===== src/rtl/seq_mul_iter.sv =====
// Iterative shift-add multiplier: retires BITS_PER_CYCLE multiplier bits per clock behind valid/ready handshakes.
// Optional two's-complement mode is enabled by defining SEQ_MUL_ITER_SIGNED_EN (adds the is_signed port).
module seq_mul_iter #(
    parameter int A_W            = 32,
    parameter int B_W            = 8,
    parameter int BITS_PER_CYCLE = 1
) (
    input  logic                 clk,
    input  logic                 rst_n,
    input  logic                 in_valid,
    output logic                 in_ready,
    input  logic [A_W-1:0]       a,
    input  logic [B_W-1:0]       b,
`ifdef SEQ_MUL_ITER_SIGNED_EN
    input  logic                 is_signed,
`endif
    output logic                 out_valid,
    input  logic                 out_ready,
    output logic [A_W+B_W-1:0]   y,
    output logic                 busy
);

    localparam int BPC   = BITS_PER_CYCLE;
    localparam int W     = A_W + B_W;
    localparam int PPW   = A_W + BPC;
    localparam int STEPS = B_W / BPC;
    localparam int CW    = $clog2(STEPS + 1);

    if ((B_W % BPC) != 0 || A_W < 2 || B_W < 2) begin : g_bad_cfg
        $error("seq_mul_iter: BITS_PER_CYCLE must divide B_W, and A_W, B_W must be >= 2");
    end

    typedef enum logic [1:0] {
        IDLE = 2'd0,
        RUN  = 2'd1,
        DONE = 2'd2
    } state_t;

    state_t          state;
    logic [A_W-1:0]  a_reg;
    logic [B_W-1:0]  b_reg;
    logic [W-1:0]    acc;
    logic [CW-1:0]   cnt;
    logic            sgn;

    logic            last;
    logic [BPC-1:0]  chunk;
    logic [PPW-1:0]  a_x;
    logic [PPW-1:0]  c_x;
    logic [PPW-1:0]  pp;
    logic [W-1:0]    acc_s;
    logic [W-1:0]    acc_n;

`ifndef SEQ_MUL_ITER_SIGNED_EN
    assign sgn = 1'b0;
`endif

    // The final chunk carries b's sign bit, so only there is the chunk treated as negative-weighted.
    always_comb begin
        last  = (cnt == CW'(STEPS - 1));
        chunk = b_reg[BPC-1:0];
        a_x   = {{BPC{sgn & a_reg[A_W-1]}}, a_reg};
        c_x   = {{A_W{sgn & last & chunk[BPC-1]}}, chunk};
        pp    = a_x * c_x;
        acc_s = sgn ? W'($signed(acc) >>> BPC) : (acc >> BPC);
        acc_n = acc_s + (W'(pp) << (B_W - BPC));
    end

    always_ff @(posedge clk or negedge rst_n) begin
        if (!rst_n) begin
            state     <= IDLE;
            in_ready  <= 1'b1;
            out_valid <= 1'b0;
            busy      <= 1'b0;
            y         <= '0;
            a_reg     <= '0;
            b_reg     <= '0;
            acc       <= '0;
            cnt       <= '0;
`ifdef SEQ_MUL_ITER_SIGNED_EN
            sgn       <= 1'b0;
`endif
        end else begin
            case (state)
                IDLE: begin
                    if (in_valid) begin
                        a_reg    <= a;
                        b_reg    <= b;
                        acc      <= '0;
                        cnt      <= '0;
`ifdef SEQ_MUL_ITER_SIGNED_EN
                        sgn      <= is_signed;
`endif
                        state    <= RUN;
                        in_ready <= 1'b0;
                        busy     <= 1'b1;
                    end
                end
                RUN: begin
                    acc   <= acc_n;
                    b_reg <= b_reg >> BPC;
                    cnt   <= cnt + CW'(1);
                    if (last) begin
                        state     <= DONE;
                        y         <= acc_n;
                        out_valid <= 1'b1;
                    end
                end
                DONE: begin
                    if (out_ready) begin
                        state     <= IDLE;
                        out_valid <= 1'b0;
                        busy      <= 1'b0;
                        in_ready  <= 1'b1;
                    end
                end
                default: begin
                    state     <= IDLE;
                    in_ready  <= 1'b1;
                    out_valid <= 1'b0;
                    busy      <= 1'b0;
                end
            endcase
        end
    end

endmodule


===== config.mk =====
export PLATFORM = sky130hd
export DESIGN_NAME = seq_mul_iter
export DESIGN_NICKNAME = d
export VERILOG_FILES = /design/src/rtl/seq_mul_iter.sv
export SDC_FILE = /design/constraint.sdc
export NUM_CORES = 1
export LEC_CHECK = 0
export ABC_AREA = 1
export CORE_AREA = 4 4 169 122
export CTS_BUF_LIST = sky130_fd_sc_hd__clkbuf_8
export DETAILED_ROUTE_END_ITERATION = 10
export DIE_AREA = 0 0 173 126
export PLACE_DENSITY_LB_ADDON = 0.12
export SLEW_MARGIN = 20
export SYNTH_ARGS = -nofsm -noshare
export SYNTH_HDL_FRONTEND = slang
export SYNTH_SLANG_ARGS = --single-unit

===== constraint.sdc =====
create_clock -name clk -period 6.1 [get_ports clk]
set_input_delay 0.61 -clock clk [delete_from_list [all_inputs] [get_ports clk]]
set_output_delay 0.61 -clock clk [all_outputs]
set_load 0.03 [all_outputs]

### Word-level counts from Yosys, hierarchy flattened

Index checks and enable logic that the tools add are counted.

* add/subtract/negate cells: 2
* eq/ne operators: 6
* muxes and demuxes: 18
* multipliers: 1
* reduce and logical (&&, ||, !) cells: 8
* bitwise gates (word level): 2

Operator list (number)
* one-hot mux 40 bit (2 select lines): 1
* adder 39 x 40 -> 40 bit: 1
* two-way mux 40 bit: 1
* multiplier 32 x 1 -> 33 bit: 1
* one-hot mux 8 bit (2 select lines): 1
* one-hot mux 1 bit (3 select lines): 3
* AND reduction 3 bit: 3
* two-way mux 8 bit: 1
* one-hot mux 4 bit (2 select lines): 1
* two-way mux 2 bit: 3
* inequality test 2 bit (second input constant): 3
* one-hot mux 2 bit (3 select lines): 1
* AND reduction 2 bit: 3
* two-way mux 1 bit: 5
* adder 4 x 1 -> 4 bit (second input constant): 1
* == test 4 x 3 -> 1 bit (second input constant): 1
* two-way mux 4 bit: 1
* == test 2 x 1 -> 1 bit (second input constant): 1
* == test 2 bit (second input constant): 1
* logical NOT 2 bit: 1
* inverter 1 bit: 2
* nonzero test 2 bit: 1

* register bits: 129
* output and inout bits: 43
* logic and storage cells: 46
* input bits: 44

### Logic depth before layout (Yosys ltp)

Gate-level depths: netlist of the first run.

* depth in word-level cells: 3
* gate-level depth with buffers: 18
* mapped depth without buffers: 16

### Worst setup path before layout of the first run

Ideal clock, no wire load.

* path kind: register to register
* start point: register b_reg[0]
* end point: register acc[19]
* path buffers: 3
* stages on the path, launching flop included: 14
* required time: 5983 ps
* period minus slack after synthesis: 2107 ps
* slack: 3993 ps
* arrival: 1990 ps
* setup time: 117 ps
* cell sequence: dfrtp_1 -> clkbuf_1 -> clkbuf_1 -> nand2_1 -> inv_1 -> ha_1 -> buf_6 -> nand3_1 -> nand3_1 -> nand3_1 -> nand3_1 -> or2_2 -> nand3_1 -> nand2_1

* cells in the longest elaborated chain, start to end: 3

Ends and longest elaborated chain
* start, declared: RTL line 41 `logic [B_W-1:0] b_reg;`
* start signal, assigned: RTL line 101 `b_reg <= b_reg >> BPC;`
* multiplier 32 x 1 -> 33 bit: RTL line 64 `pp = a_x * c_x;`
* adder 39 x 40 -> 40 bit: RTL line 66 `acc_n = acc_s + (W'(pp) << (B_W - BPC));`
* one-hot mux 40 bit (2 select lines): RTL line 84 `case (state)`
* end signal, assigned: RTL line 100 `acc <= acc_n;`
* end, declared: RTL line 42 `logic [W-1:0] acc;`

No other way between the ends.
A chain may end at the register's enable or synchronous reset.

### Worst setup path in the final report of the first run

* start point: register state[1]
* end point: register y[5]

* cells in the longest elaborated chain, start to end: 2

Ends and longest elaborated chain
* start, declared: RTL line 39 `state_t state;`
* start signal, assigned: RTL line 71 `state <= IDLE;`
* start signal, assigned: RTL line 94 `state <= RUN;`
* start signal, assigned: RTL line 104 `state <= DONE;`
* == test 2 x 1 -> 1 bit: RTL line 84
* AND reduction 2 bit (no source line)
* end signal, assigned: RTL line 105 `y <= acc_n;`
* end, declared: RTL line 19 `output logic [A_W+B_W-1:0] y,`

No other way between the ends.

==> results of run 1 <==
## how the worst max path moves through the flow
| stage | from | end | slack [ns] |
|---|---|---|---|
| floorplan | b_reg[0] | acc[19] | 3.99 |
| global placement | b_reg[0] | y[35] | 2.93 |
| detailed placement | in_valid | acc[9] | 3.01 |
| CTS | state[1] | y[5] | 3.18 |
| global route | state[1] | y[5] | 2.51 |
| finish | state[1] | y[5] | 2.84 |
## metal layers
| metal | part of all wire | routed length, um | vias to the layer above |
|---|---|---|---|
| met3 | 0.075 | 1572 | 19 |
| met1 | 0.56 | 11630 | 3056 |
| met2 | 0.36 | 7396 | 198 |
| li1 | - | - | 3469 |
| met4 | 0.011 | 230 | 0 |
| met5 | 0 | 0 | - |
## per-stage QoR
step | hold WS [ns] | worst slack (ns) | util | std cells | total power [mW]
floorplan | 0.3144 | 3.993 | - | 1082 | 3.269
global placement | 0.4638 | 2.926 | 0.4543 | 1382 | 4.030
detailed placement | 0.4667 | 3.013 | 0.4544 | 1382 | 4.052
CTS | 0.2380 | 3.177 | 0.4749 | 1414 | 4.814
global route | 0.2597 | 2.506 | 0.4749 | 1414 | 5.222
finish | 0.2027 | 2.842 | 0.4749 | 1414 | 4.791
## critical path, cell delays in order, from the launching register on
cell and delay (ns):
dfrtp_1 0.47, nor2_8 0.50, inv_2 0.34, nor2_4 0.59
clkinv_2 0.86, o21ai_1 0.39
## cell usage after synthesis, types with 2 or more instances
library cell    n  share of area
nand2_1       496           0.25
inv_1         158          0.079
dfrtp_1       127           0.42
nand3_1        67          0.045
nor2_1         51          0.025
ha_1           33          0.055
o21ai_1        22          0.015
a21oi_1        20          0.013
o21ai_0        16          0.011
buf_2          15          0.010
xnor2_1        11          0.013
clkbuf_1        9         0.0045
o22ai_1         7         0.0058
inv_2           5         0.0025
nand3b_1        5         0.0050
nor3_1          5         0.0033
buf_4           4         0.0040
nand2_2         4         0.0033
nand4_1         4         0.0033
nand3_2         3         0.0040
o21bai_1        3         0.0030
nor2_8          2         0.0053
xor2_1          2         0.0023
## power breakdown
| part | internal [mW] | total [mW] | switching [mW] | leakage (nW) |
|---|---|---|---|---|
| Combinational | 0.898 | 2.55 | 1.65 | 3.22 |
| Clock | 0.336 | 0.748 | 0.412 | 0.197 |
| Sequential | 1.23 | 1.49 | 0.257 | 1.62 |
## cells in the final DEF, fill, tap and decap left out, types with 4 or more instances in the layout
cell             count
a21oi_1             20
clkbuf_8            17
clkdlybuf4s50_1     85
clkinv_4             4
dfrtp_1            126
ha_1                33
inv_1              158
inv_2                4
inv_6                4
nand2_1            496
nand2_2              4
nand3_1             67
nand3b_1             5
nand4_1              4
nor2_1              51
nor3_1               5
o21ai_0             16
o21ai_1             22
o22ai_1              7
xnor2_1             11
## cell families after synthesis
family                   share of synthesized area
AO/OA/AOI/OAI                              0.05188
flip-flops                                  0.4258
buffers and inverters                       0.1013
AND/OR/NAND/NOR                             0.3484
adder cells (fa/ha/maj)                    0.05753
XOR/XNOR                                   0.01513
## final cells by class
| type | instances | area, um^2 | area share |
|---|---|---|---|
| Multi-Input combinational cell | 762 | 3558 | 0.3983 |
| Sequential cell | 128 | 3206 | 0.3588 |
| Timing Repair Buffer | 87 | 869.6 | 0.09733 |
| Inverter | 163 | 613.1 | 0.06862 |
| Tap cell | 242 | 302.8 | 0.03389 |
| Clock buffer | 17 | 234.0 | 0.02619 |
| Clock inverter | 15 | 151.4 | 0.01694 |
==> impl_metrics.json, run 1 <==
{
  "grt_util_met3": 0.04703,
  "cp-end-kind": "register",
  "grt_pass1_wl_um": 34180,
  "cp-start-kind": "register",
  "dp_hpwl_um": 15330,
  "ctsHoldBuffers": 0,
  "synthArstFlopShare": 1.000,
  "power.leakage_nw": 5.037,
  "post_cts_resize_count": 0,
  "cts_sinks": 128,
  "io_pins": 87,
  "syn_inst": 1082,
  "path_max_fanout": 61,
  "cts_buffers": 17,
  "vias_per_cell": 4.768,
  "nNetsFinal": 1237,
  "synth_seq_cells": 128,
  "antenna_cells": 0,
  "cts_root_buf": "clkbuf_8",
  "drv_slew": 0,
  "antenna_found_initial": 0,
  "reg2reg_depth": 5,
  "avgRoutedWirePerCell_um": 14.73,
  "clkSlewWorstSetupHoldPaths_ns": 0.09,
  "clock_latency_ns": 0.47,
  "post-cts-setup-buffers": 0,
  "worst_hold_path_type": "input pin to asynchronous set/reset pin",
  "wirelength_um": 20830,
  "worstPathRequired_ns": 6.47,
  "first_global_vias": 6440,
  "layout-drive-gt1-share": 0.04693,
  "synth_warnings": 0,
  "syn_avg_cell_area_um2": 6.954,
  "finalSetupTns_ns": 0,
  "rsz0062_at_grt": "no",
  "maxCapViolations": 0,
  "largest_reg_flops": 40,
  "drc_errors": 0,
  "tightest_slew_ns": 0.8618,
  "hold_viol": 0,
  "fmax_mhz": 307.0,
  "placed_area_um2": 8548,
  "reg2reg_from": "state[1]",
  "final.setup_skew_ns": 0.01682,
  "design_area_um2": 8935,
  "grt_max_degree": 91,
  "overflow": 0,
  "vdd_drop_max_uv": 209.7,
  "detail-route-antenna-nets": 0,
  "synth.yosys.seq_area_share": 0.4258,
  "finalSetupViolations": 0,
  "clk_path_buf_depth": 2,
  "gp_congestion": 0.9425,
  "crit_type": "register to register",
  "synth_area_um2": 7525,
  "final.period_utilization": 0.5341,
  "status": "finished clean",
  "dr.first_iter.drc_count": 555,
  "grt_usage": 0.1973,
  "slew_headroom": 0.4248,
  "die_y_um": 126,
  "start_util": 0.4000,
  "ys.flop_type": "dfrtp_1",
  "r2r-end": "y[5]",
  "row_count": 42,
  "fill_cells": 1944,
  "num_vias": 6742,
  "area_delta_synth_final_pct": 18.74,
  "dieArea_um2": 21800,
  "portBuffers": 86,
  "arrival_ns": 3.63,
  "die_x_um": 173,
  "met1_usage": 0.3287,
  "grt-busiest-layer": "met1",
  "cts_tree": "yes",
  "fin_crit_ns": 3.258,
  "cts_max_level": 4,
  "met2_usage": 0.2500,
  "rrSetupSlack_ns": 2.84,
  "core_um2": 18810,
  "p_per_area_nw_per_um2": 536.3,
  "yosysUniqueCellTypes": 36,
  "drt-pass1-iter-count": 5,
  "synthesis.nets": 1160,
  "synth-edff-count": 0
}
(Power assumes the default switching activity.)
==> inputs of run 2 (changes only) <==
==> constraint.sdc (replaced) <==
create_clock -name clk -period 2.9 [get_ports clk]
set_input_delay 0.29 -clock clk [delete_from_list [all_inputs] [get_ports clk]]
set_output_delay 0.29 -clock clk [all_outputs]
set_load 0.03 [all_outputs]
==> impl_metrics.json, run 2 (synthesized netlist as in run 1, its figures left out) <==
{
  "met1_usage": 0.3199,
  "tightest_slew_ns": 0.6353,
  "p_per_area_nw_per_um2": 1115,
  "start_util": 0.4000,
  "final.period_utilization": 0.8185,
  "post_cts_resize_count": 0,
  "fin_crit_ns": 2.374,
  "drt-pass1-iter-count": 5,
  "cp-start-kind": "register",
  "first_global_vias": 6402,
  "antenna_cells": 0,
  "whs_ns": 0.3519,
  "overflow": 0,
  "cts_max_level": 4,
  "largest_reg_flops": 40,
  "dp_hpwl_um": 15490,
  "arrival_ns": 2.72,
  "cts_tree": "yes",
  "gp_congestion": 0.9761,
  "cp-end-kind": "register",
  "dieArea_um2": 21800,
  "grt_usage": 0.1979,
  "antenna_found_initial": 0,
  "grt_util_met3": 0.05392,
  "clock_latency_ns": 0.47,
  "drv_slew": 0,
  "ctsHoldBuffers": 1,
  "cts_sinks": 128,
  "num_vias": 6713,
  "avgRoutedWirePerCell_um": 14.66,
  "finalSetupTns_ns": 0,
  "final_cell_mix": "nand2_1, inv_1, dfrtp_1",
  "row_count": 42,
  "worst_slack_ns": 0.5264,
  "status": "finished clean",
  "portBuffers": 86,
  "fmax_mhz": 421.3,
  "drc_errors": 0,
  "detail-route-antenna-nets": 0,
  "grt_max_degree": 67,
  "clkSlewWorstSetupHoldPaths_ns": 0.09,
  "power.leakage_nw": 5.089,
  "finalSetupViolations": 0,
  "grt-busiest-layer": "met1",
  "rsz0062_at_grt": "no",
  "worst_hold_path_type": "input pin to register",
  "io_pins": 87,
  "die_y_um": 126,
  "design_area_um2": 9034,
  "slew_headroom": 0.5765,
  "wirelength_um": 20880,
  "vdd_drop_max_uv": 504.0,
  "final_common_cell": "nand2_1",
  "hold_viol": 0,
  "path_max_fanout": 3,
  "grt_pass1_wl_um": 34360,
  "cts_root_buf": "clkbuf_8",
  "area_delta_synth_final_pct": 20.05,
  "core_um2": 18810,
  "die_x_um": 173,
  "dp_slack_ns": 0.5735,
  "post-cts-setup-buffers": 0,
  "crit_type": "register to register",
  "placed_area_um2": 8665,
  "nNetsFinal": 1247,
  "clk_path_buf_depth": 2,
  "final.setup_skew_ns": 0.02129,
  "worstPathRequired_ns": 3.24,
  "layout-drive-gt1-share": 0.05161,
  "met2_usage": 0.2579,
  "maxCapViolations": 0,
  "dr.first_iter.drc_count": 570,
  "cts_buffers": 17,
  "vias_per_cell": 4.714
}
[run 2: power breakdown]
part           internal, mW  switching [mW]
registers              2.60           0.493
logic                  1.98            3.57
clock network         0.625           0.813
total                  5.20            4.87
[run 2: worst paths after layout]
check	start	endpoint	slack, ns	cells after the start
max in group asynchronous	rst_n	acc[37]	1.76	3
worst max register to register	b_reg[0]	acc[31]	0.53	15
worst max-delay path	b_reg[0]	acc[31]	0.53	15
min in group asynchronous	rst_n	acc[13]	0.39	2
worst min register to register	y[25]	y[25]	0.48	2
worst min-delay path	a[21]	a_reg[21]	0.35	3
[run 2: metal layers]
| layer | routed length [um] | vias to the layer above |
|---|---|---|
| met5 | 0 | - |
| met4 | 146 | 0 |
| met3 | 1402 | 9 |
| met2 | 7743 | 179 |
| met1 | 11590 | 3046 |
| li1 | - | 3479 |
[run 2: per-stage QoR]
step / power (mW) / utilization / instances
after global placement: 8.636 / 0.4606 / 1391
after floorplan: 6.877 / - / 1082
after detailed placement: 8.652 / 0.4606 / 1391
final: 10.07 / 0.4802 / 1424
after CTS: 10.14 / 0.4802 / 1424
after global routing: 11.00 / 0.4802 / 1424
[run 2: layout make-up]
| cell class | count | area (um^2) |
|---|---|---|
| Clock inverter | 14 | 111.4 |
| Multi-Input combinational cell | 762 | 3558 |
| Sequential cell | 128 | 3204 |
| Timing Repair Buffer | 97 | 997.2 |
| Tap cell | 242 | 302.8 |
| Inverter | 163 | 611.8 |
| Fill cell | 1956 | 9779 |
| Clock buffer | 18 | 247.7 |
[run 2: critical path, cell delays in order, from the launching register on]
cell,delay (ns)
dfrtp_1,0.42
nand2_1,0.08
inv_1,0.05
ha_1,0.19
inv_1,0.07
fa_1,0.43
inv_1,0.12
nand3_1,0.07
nand3_1,0.15
nand2_1,0.08
nand2_1,0.14
nand2_1,0.10
nand3_1,0.12
nand2_1,0.10
nand3_1,0.10
nand2_1,0.05
==> inputs of run 3 (changes only) <==
==> constraint.sdc (replaced) <==
create_clock -name clk -period 2.2 [get_ports clk]
set_input_delay 0.22 -clock clk [delete_from_list [all_inputs] [get_ports clk]]
set_output_delay 0.22 -clock clk [all_outputs]
set_load 0.03 [all_outputs]
==> impl_metrics.json, run 3 (synthesized netlist as in run 1, its figures left out) <==
{
  "die_x_um": 173,
  "finalSetupViolations": 0,
  "area_delta_synth_final_pct": 39.71,
  "power.leakage_nw": 5.597,
  "row_count": 42,
  "dr.first_iter.drc_count": 509,
  "crit_chain": "buf_12, nand2_1, inv_1, ha_4, buf_6, nand2_4, nor2_4, inv_2, nor3_2, nand2_1, nand2_1, nand2_1, nand3_1, nand2_1",
  "overflow": 0,
  "fmax_mhz": 463.7,
  "hold_viol": 0,
  "die_y_um": 126,
  "p_clk_frac": 0.140,
  "num_vias": 7129,
  "vdd_drop_max_uv": 662.8,
  "critPathMaxStageDelay_ns": 0.47,
  "maxCapViolations": 0,
  "clock_latency_ns": 0.46,
  "clkSlewWorstSetupHoldPaths_ns": 0.09,
  "cp_top_family": "simple AND/OR/NAND/NOR gates",
  "portBuffers": 86,
  "dieArea_um2": 21800,
  "drc_errors": 0,
  "power.switching_mw": 7.430,
  "p_comb_frac": 0.599,
  "cts_tree": "yes",
  "fill_cells": 1830,
  "drv_slew": 0,
  "dp_slack_ns": -0.2578,
  "final_core_util": 0.5588,
  "fin_crit_ns": 2.157,
  "cp-start-kind": "register",
  "wirelength_um": 22170,
  "path_max_fanout": 13,
  "cts_sinks": 128,
  "final.setup_skew_ns": 0.01542,
  "status": "finished clean",
  "grt_pass1_wl_um": 35910,
  "rsz0062_at_grt": "yes",
  "final.period_utilization": 0.9802,
  "seq_power_share": 0.262,
  "layout.cells.non_filler": 1501,
  "first_global_vias": 6857,
  "layout-drive-gt1-share": 0.2367,
  "antenna_found_initial": 0,
  "final_common_cell": "nand2_1",
  "cp_slowest_cell": "dfrtp_2",
  "finalSetupTns_ns": 0,
  "crit_type": "register to register",
  "drt-pass1-iter-count": 5,
  "avgRoutedWirePerCell_um": 14.77,
  "detail-route-antenna-nets": 0,
  "critPathBufInv": 4,
  "io_pins": 87,
  "nNetsFinal": 1324,
  "tightest_slew_ns": 0.7107,
  "grt_usage": 0.2044,
  "worstPathRequired_ns": 2.54,
  "cp_common_cell": "nand2_1",
  "cts_max_level": 4,
  "worst_hold_path_type": "input pin to asynchronous set/reset pin",
  "final_cell_mix": "nand2_1, inv_1, dfrtp_1",
  "dp_hpwl_um": 16080,
  "placed_area_um2": 9198,
  "core_um2": 18810,
  "p_sw_frac": 0.4614,
  "gp_congestion": 0.9264,
  "rrSetupSlack_ns": 0.04,
  "grt_max_degree": 48,
  "cell_internal_pwr_mw": 8.673,
  "antenna_cells": 0,
  "cts_buffers": 17,
  "arrival_ns": 2.50,
  "cp-end-kind": "register",
  "design_area_um2": 10510,
  "slew_headroom": 0.5262,
  "worst_slack_ns": 0.04347,
  "cts_root_buf": "clkbuf_8",
  "p_per_area_nw_per_um2": 1532,
  "vias_per_cell": 4.750,
  "numPlacedInstances": 1462,
  "largest_reg_flops": 40,
  "clk_path_buf_depth": 2,
  "start_util": 0.4000
}
run 3: cell count changes in the layout (fill, tap and decap cells not counted), moves of 6 or more:
cell and delta:
nand2_1 -60, nand3_2 +14, a21oi_2 +9, inv_2 +10, inv_1 -12, buf_4 +73
nor2_4 +6, nor2_2 +16, a21oi_1 -10, nor2_1 -22, nand3_1 -18, ha_1 -28
ha_4 +27, nand2_2 +55
run 3: power by group through the flow:
stage	Sequential (mW)	Combinational [mW]	Clock (mW)
after floorplan	4.55	4.52	0
after global placement	4.13	8.10	0
after detailed placement	4.11	8.20	0
after CTS	4.13	8.55	2.30
after global routing	4.34	10.6	2.39
final	4.21	9.64	2.25
run 3: worst paths after layout:
check,start,end,cells after the start
max in group asynchronous,rst_n,acc[33],3
max,b_reg[0],y[35],14
min in group clk,a[24],a_reg[24],3
min reg2reg,y[23],y[23],2
min,rst_n,a_reg[6],2
max reg2reg,b_reg[0],y[35],14
run 3: stage by stage:
stage	power, mW	hold slack [ns]
after global routing	17.36	0.2615
after global placement	12.23	0.1807
after CTS	14.98	0.2551
after detailed placement	12.31	0.1827
after floorplan	9.065	-0.07559
final	16.10	0.2696
run 3: metal layers:
layer | global-route usage | up-vias | part of all wire
li1 | - | 3631 | -
met1 | 0.3315 | 3311 | 0.54
met2 | 0.2764 | 175 | 0.39
met3 | 0.04224 | 12 | 0.062
met4 | 0.04315 | 0 | 0.0073
met5 | 0 | - | 0
run 3: final cells by class:
type	count	area (um^2)	share of cell area
clock buffer	17	234.0	0.02226
multi-input combinational	762	4378	0.4164
sequential	128	3206	0.3049
timing repair buffer	174	1590	0.1513
tap	242	302.8	0.02880
inverter	163	611.8	0.05820
clock inverter	15	190.2	0.01809
run 3: what timing repair did:
item / CTS / global route
endpoints found under the hold margin: 41 / 0
hold buffers: 1 / 0
setup endpoints to repair: 48 / 50
setup buffers: 0 / 6
resized for setup: 34 / 150
pin swaps: 2 / 26
